**src/rtl/elevator_controller.sv**
```systemverilog
// Request-and-motion controller for an 8-floor elevator: latches car and hall calls,
// picks the travel direction, issues single-floor move pulses and times the door.
module elevator_controller #(
    parameter int DOOR_CYCLES = 3
) (
    input  logic       clock,
    input  logic       reset,
    input  logic [7:0] btn_in,
    input  logic [7:0] btn_up,
    input  logic [7:0] btn_down,
    input  logic [2:0] cur_floor,
    input  logic       open,
    output logic [7:0] call_in,
    output logic [7:0] call_up,
    output logic [7:0] call_down,
    output logic       direction,
    output logic       move,
    output logic       door_open,
    output logic       idle
);

    typedef enum logic [1:0] {
        S_IDLE,
        S_CHECK,
        S_STEP,
        S_DOOR
    } state_t;

    localparam logic [3:0] DOOR_LOAD = 4'(DOOR_CYCLES - 1);

    state_t     state, state_nxt;
    logic [3:0] door_cnt, door_cnt_nxt;
    logic       dir_nxt;
    logic [7:0] pend, floor_bit;
    logic [7:0] in_nxt, up_nxt, dn_nxt;
    logic       any, ahead_up, ahead_dn, ahead, serve;

    always_comb begin
        pend      = call_in | call_up | call_down;
        any       = |pend;
        floor_bit = 8'd1 << cur_floor;
        ahead_up  = 1'b0;
        ahead_dn  = 1'b0;
        for (int i = 0; i < 8; i++) begin
            if (i > int'(cur_floor)) ahead_up = ahead_up | pend[i];
            if (i < int'(cur_floor)) ahead_dn = ahead_dn | pend[i];
        end
        ahead = direction ? ahead_up : ahead_dn;
    end

    // Serving a floor both clears the calls being answered and blocks re-presses of them
    // for the whole door hold, so a held button cannot cause a second stop.
    always_comb begin
        serve  = (state == S_CHECK && open) || state == S_DOOR;
        in_nxt = call_in | btn_in;
        up_nxt = call_up | (btn_up & 8'h7f);
        dn_nxt = call_down | (btn_down & 8'hfe);
        if (serve) begin
            in_nxt = in_nxt & ~floor_bit;
            if (direction) up_nxt = up_nxt & ~floor_bit;
            else           dn_nxt = dn_nxt & ~floor_bit;
        end
    end

    always_comb begin
        // NOTE: every signal gets a default before the case so no path can infer a latch.
        state_nxt    = state;
        dir_nxt      = direction;
        door_cnt_nxt = door_cnt;
        unique case (state)
            S_IDLE: if (any) state_nxt = S_CHECK;
            S_CHECK: begin
                if (open) begin
                    state_nxt    = S_DOOR;
                    door_cnt_nxt = DOOR_LOAD;
                end else if (ahead) begin
                    state_nxt = S_STEP;
                end else if (any) begin
                    dir_nxt = ~direction;
                end else begin
                    state_nxt = S_IDLE;
                end
            end
            S_STEP: state_nxt = S_CHECK;
            S_DOOR: begin
                if (door_cnt == 4'd0) state_nxt = S_CHECK;
                else                  door_cnt_nxt = door_cnt - 4'd1;
            end
            default: state_nxt = S_IDLE;
        endcase
    end

    // NOTE: sequential state uses non-blocking assignments so all flops update together.
    always_ff @(posedge clock) begin
        if (reset) begin
            state     <= S_IDLE;
            door_cnt  <= 4'd0;
            direction <= 1'b1;
            call_in   <= 8'd0;
            call_up   <= 8'd0;
            call_down <= 8'd0;
        end else begin
            state     <= state_nxt;
            door_cnt  <= door_cnt_nxt;
            direction <= dir_nxt;
            call_in   <= in_nxt;
            call_up   <= up_nxt;
            call_down <= dn_nxt;
        end
    end

    assign move      = (state == S_STEP);
    assign door_open = (state == S_DOOR);
    assign idle      = (state == S_IDLE);

endmodule

```
**config.mk**
```make
export PLATFORM = sky130hd
export DESIGN_NAME = elevator_controller
export DESIGN_NICKNAME = d
export VERILOG_FILES = /design/src/rtl/elevator_controller.sv
export SDC_FILE = /design/constraint.sdc
export NUM_CORES = 1
export LEC_CHECK = 0
export BUFFER_PORTS_ARGS = -buffer_cell sky130_fd_sc_hd__buf_2
export CORE_MARGIN = 2
export CORE_UTILIZATION = 47
export CTS_CLUSTER_SIZE = 8
export DETAILED_ROUTE_END_ITERATION = 7
export GPL_TIMING_DRIVEN = 0
export PLACE_DENSITY = 0.78
export SYNTH_ARGS = -nofsm -noshare
export SYNTH_HDL_FRONTEND = slang
export SYNTH_SLANG_ARGS = --single-unit
```
**constraint.sdc**
```tcl
create_clock -name clock -period 1.95 [get_ports clock]
set_input_delay 0.195 -clock clock [delete_from_list [all_inputs] [get_ports clock]]
set_output_delay 0.195 -clock clock [all_outputs]
set_load 0.01 [all_outputs]
```
---- Word-level counts from Yosys, hierarchy flattened ----
Index checks and enable logic that the tools add are counted.
word-level totals
  register bits ........................... 31
  output and inout bits ................... 28
cells by class
  $add $sub $neg .......................... 1
  order comparisons ....................... 14
  equality and inequality tests ........... 8
  shift-type cells ........................ 1
  muxes and demuxes ....................... 29
  bitwise operators ....................... 24
  reduce and logical (&&, ||, !) cells .... 9
operators with widths
  operator             count
  $mux 8               5
  $or 8x8->8           4
  $and 8x8->8          3
  $mux 1               15
  $gt 3x3->1 const A   4
  $or 1x1->1           12
  $mux 2               5
  $lt 3x3->1 const A   3
  $mux 4               2
  $not 8->8            1
  $or 8x7->8           1
  $pmux 2 s4           1
  $pmux 4 s2           1
  $reduce_or 8->1      1
  $shl 1x3->8 const A  1
  $gt 2x3->1 const A   2
  $lt 1x3->1 const A   2
  $lt 2x3->1 const A   2
  $reduce_and 3->1     2
  $eq 2x2->1 const B   2
  $logic_not 4->1      1
  $ne 2x1->1 const B   2
  $ne 2x2->1 const B   2
  $ne 4x4->1 const B   1
  9 further kinds      11

---- Depth between registers and ports, before layout ----
  depth in word-level cells ............... 19
  mapped depth ............................ 6
  depth with buffers taken out ............ 6

---- Least setup slack after synthesis ----
OpenSTA, ideal clock, no wires.
  path type ............................... reg2reg
  start point ............................. register call_up[2]
  end point ............................... register state[1]
  arrival time ............................ 1.513 ns
  setup slack ............................. 0.315 ns
  cell stages (with the launch flop) ...... 6
  cell sequence ........................... dfxtp_1 nor3_1 a41oi_1 a211oi_2 a2111oi_1 a221o_1
between the ends
  word-level cells in the longest chain between the ends .. 18
  elaborated cells between the ends (all ways) .. 32
  classes of those cells .................. 2 x eq/ne; 15 x mux; 13 x bitwise; 2 x reduce/logical
ends and longest elaborated chain
  element                     RTL line  source
  from (decl)                 14        output logic [7:0] call_up,
  from (signal assigned)      107       call_up <= up_nxt;
  $or 8x8->8 * (2 in series)  39        pend = call_in | call_up | call_down;
  $or 1x1->1                  45        if (i > int'(cur_floor)) ahead_up = ahead_up | pend[i];
  $mux 1                      45
  $or 1x1->1                  45
  $mux 1                      45
  $or 1x1->1                  45
  $mux 1                      45
  $or 1x1->1                  45
  $mux 1                      45
  $or 1x1->1                  45
  $mux 1                      45
  $or 1x1->1                  45
  $mux 1                      45
  $mux 1                      48        ahead = direction ? ahead_up : ahead_dn;
  $mux 2                      76        end else if (ahead) begin
  $mux 2                      73        if (open) begin
  $pmux 2 s4                  70        unique case (state)
  to (signal assigned)        103       state <= state_nxt;
  to (decl)                   31        state_t state, state_nxt;
Every way passes the cells marked *; elsewhere a longest branch is shown, timed or not.
A chain may end at the register's enable or synchronous reset.

---- Worst setup path after layout ----
  start point ............................. register call_in[1]
  end point ............................... register state[1]
between the ends
  word-level cells in the longest chain between the ends .. 19
  elaborated cells between the ends (all ways) .. 35
  classes of those cells .................. 2 x eq/ne; 17 x mux; 14 x bitwise; 2 x reduce/logical
ends and longest elaborated chain
  element                     RTL line  source
  from (decl)                 13        output logic [7:0] call_in,
  from (signal assigned)      106       call_in <= in_nxt;
  $or 8x8->8 * (2 in series)  39
  $mux 1                      45
  $or 1x1->1                  45
  $mux 1                      45
  $or 1x1->1                  45
  $mux 1                      45
  $or 1x1->1                  45
  $mux 1                      45
  (+2 left out)               -
  $or 1x1->1                  45
  $mux 1                      45
  $or 1x1->1                  45
  $mux 1                      45
  $mux 1                      48
  $mux 2                      76
  $mux 2                      73
  $pmux 2 s4                  70
Marks and branches as above.

==> impl_metrics.yaml <==
critical_path:
  r2r_slack_ns: 0.08
  timing.rr.end: "state[1]$_SDFFE_PP0P_"
  r2r_cells: 5
  max_stage_delay_ns: 0.40
  r2r_start: "call_in[1]$_SDFF_PP0_"
  critPathCaptureType: "flop"
  crit_family: "compound AO/OA/AOI/OAI gates"
  worst-setup-path-type: "reg -> reg"
  crit_buf_inv: 0
  path_cells: "nor3_1, a41oi_1, a211oi_2, a2111oi_1, a221o_1"
  cp_slowest_cell: "nor3_1"
  cp_max_fo: 4
  crit_arrival_ns: 2.10
  startpoint_type: "flop"
  required_ns: 2.18
clock_tree:
  post-cts-setup-buffers: 0
  cts_tree: "done"
  cts.path.max_buffers: 2
  root_buffer: "clkbuf_4"
  clkTransAtPathRegs_ns: 0.09
  clock-sinks: 31
  htreeDepth: 2
  cts-buffers-inserted: 5
  clk_latency_ns: 0.33
synthesis:
  yosys.area.top_type: "dfxtp_1"
  syn_inst: 165
  ys_ff_latch: 31
  synth_area_sq_um: 1430
  async_flop_share_pct: 0
  synth_edf_count: 0
  yosysSeqAreaShare_pct: 43.4
  synthFlopType: "dfxtp_1"
  synth_common_cells: "31 x dfxtp_1, 31 x nor2_1, 20 x a211oi_1"
  avgSynthCellArea_sq_um: 8.67
  synth_area_leaders: "dfxtp_1 43%, a211oi_1 10%, nor2_1 8.1%"
  synth_top_area_share_pct: 43.4
  syn_nets: 197
  ys_types: 41
  ys.warnings.count: 0
floorplanning:
  initial_core_util_pct: 48.0
  dieArea_sq_um: 3500
  core.rowCount: 20
  die_x_microns: 59.2
  core_sq_um: 2980
  die_h_microns: 59.2
  ios: 58
final_layout:
  area_growth_pct: 27.3
  n_antenna_cell: 0
  final_cells: 261
  final_core_util_pct: 61.1
  stdcell_area_sq_um: 1820
  nFillCells: 266
  fin_nets: 259
  final_layout_size_suffix_gt1_share_pct: 30.7
routing:
  first_pass_iters: 4
  top_layer_used: "met4"
  remaining_drc_errors: 0
  viasPerCell: 5.70
  wl_met3_microns: 247
  met2_length_mm: 1.74
  routed_wl_mm: 3.84
  wl_met1_mm: 1.76
  num_vias: 1488
  wl_per_cell_microns: 14.7
  antenna_left: 0
  initialDrtViolationCount: 58
sta:
  period_needed_ns: 1.87
  finalCritPeriodShare_pct: 95.7
  final_hold_viol_count: 0
  whs_ns: 0.121
  finalSetupViolCount: 0
  fin_worst_skew_ns: 0.00455
  relSlewSlack_pct: 25.3
  tns_ns: 0
  setup_ws_ns: 0.0842
  fmaxAchievable_mhz: 536
  worst_pin_slew_ns: 1.11
  final_max_slew_viol_count: 0
place:
  place_ws_ns: 0.152
  place_hpwl_mm: 2.74
  dp_cells: 253
  place_area_sq_um: 1750
  gp_congestion: 0.818
  port_buffers: 55
global_routing:
  grt_pass1_vias: 1405
  antenna_found_initial: 0
  grt_max_degree: 11
  grt_overflow_total: 0
  grt_pass1_wl_mm: 6.13
  grt_usage_pct: 23.8
power_and_ir_drop:
  vdd_drop_max_mv: 0.587
  power_mw: 1.42
  p_leak_nw: 0.802
  cellPowerDensity_nw_per_um2: 782
min_path:
  holdPathEnd: "door_cnt[3]$_SDFFE_PP0P_"
  worstHoldStart: "open"
  hp-class: "in -> reg"
  hold_depth: 2
run:
  maxCapViolations: 0
status:
  status: "finished clean"
==> worst max-delay path by stage <==
stage                                startpoint                 endpoint  slack [ns]  depth (start not counted)
after CTS                 call_up[3]$_SDFF_PP0_    state[1]$_SDFFE_PP0P_        0.12                          5
final                     call_in[1]$_SDFF_PP0_    state[1]$_SDFFE_PP0P_        0.08                          5
after detailed placement  state[0]$_SDFFE_PP0P_  call_down[4]$_SDFF_PP0_        0.15                          3
after global routing      call_in[1]$_SDFF_PP0_    state[1]$_SDFFE_PP0P_       -0.02                          5
after floorplan           call_up[2]$_SDFF_PP0_    state[1]$_SDFFE_PP0P_        0.32                          5
after global placement    call_up[2]$_SDFF_PP0_    state[1]$_SDFFE_PP0P_        0.10                          5
==> area by class of cell <==
cell class                 count  area, sq um  share of cell area (%)
clock buffer                   8         68.8                    3.78
multi-input combinational    122          766                    42.1
inverter                       5         18.8                    1.03
sequential                    31          621                    34.1
timing repair buffer          55          275                    15.1
buffer                         7         30.0                    1.65
tap                           33         41.3                    2.27
==> per-layer routing <==
metal	global-route usage (%)	vias up
li1	-	742
met1	28.9	671
met2	39.0	65
met3	6.55	10
met4	11.0	0
met5	0	-
==> flip-flops by register name, indices dropped and copies added, names as in the netlist <==
register,flops
call_down,8
state,2
door_cnt,4
direction,1
call_up,8
call_in,8
==> kinds of logic after synthesis <==
logic type | share of synthesized area [%]
AO/OA/AOI/OAI | 25.9
buffers and inverters | 3.41
flip-flops | 43.4
adder cells (fa/ha/maj) | 1.75
AND/OR/NAND/NOR | 23.7
XOR/XNOR | 1.84
==> where the power goes <==
group	leakage (nW)	switching (mW)	total, mW	internal (mW)
registers	0.258	0.0400	0.718	0.678
logic	0.506	0.167	0.286	0.119
clock network	0.0386	0.209	0.421	0.212
==> worst reg2reg max path, stage by stage, from the launching register on <==
cell	delay (ns)
dfxtp_1	0.34
nor3_1	0.40
a41oi_1	0.20
a211oi_2	0.34
a2111oi_1	0.14
a221o_1	0.35
==> placed cells by master, fill, tap and decap left out, types with 3 or more instances in the layout <==
cell      Yosys  layout
buf_2         3      58
nor2_1       31      31
dfxtp_1      31      31
a211oi_1     20      20
nor3_1       13      12
a21oi_1       6       6
clkbuf_4      0       5
inv_1         4       4
clkbuf_1      3       4
and3_1        4       4
nand2_1       4       4
nor2b_1       3       3
a311oi_1      3       3
nand3_1       3       3
a31oi_1       3       3
==> what timing repair did <==
item                                    CTS  global route
endpoints found under the hold margin     0             0
endpoints found under the setup margin    0             1
gates resized for setup                   0             1
hold buffers                              0             0
Note: power is estimated with default switching activity, not from simulation.
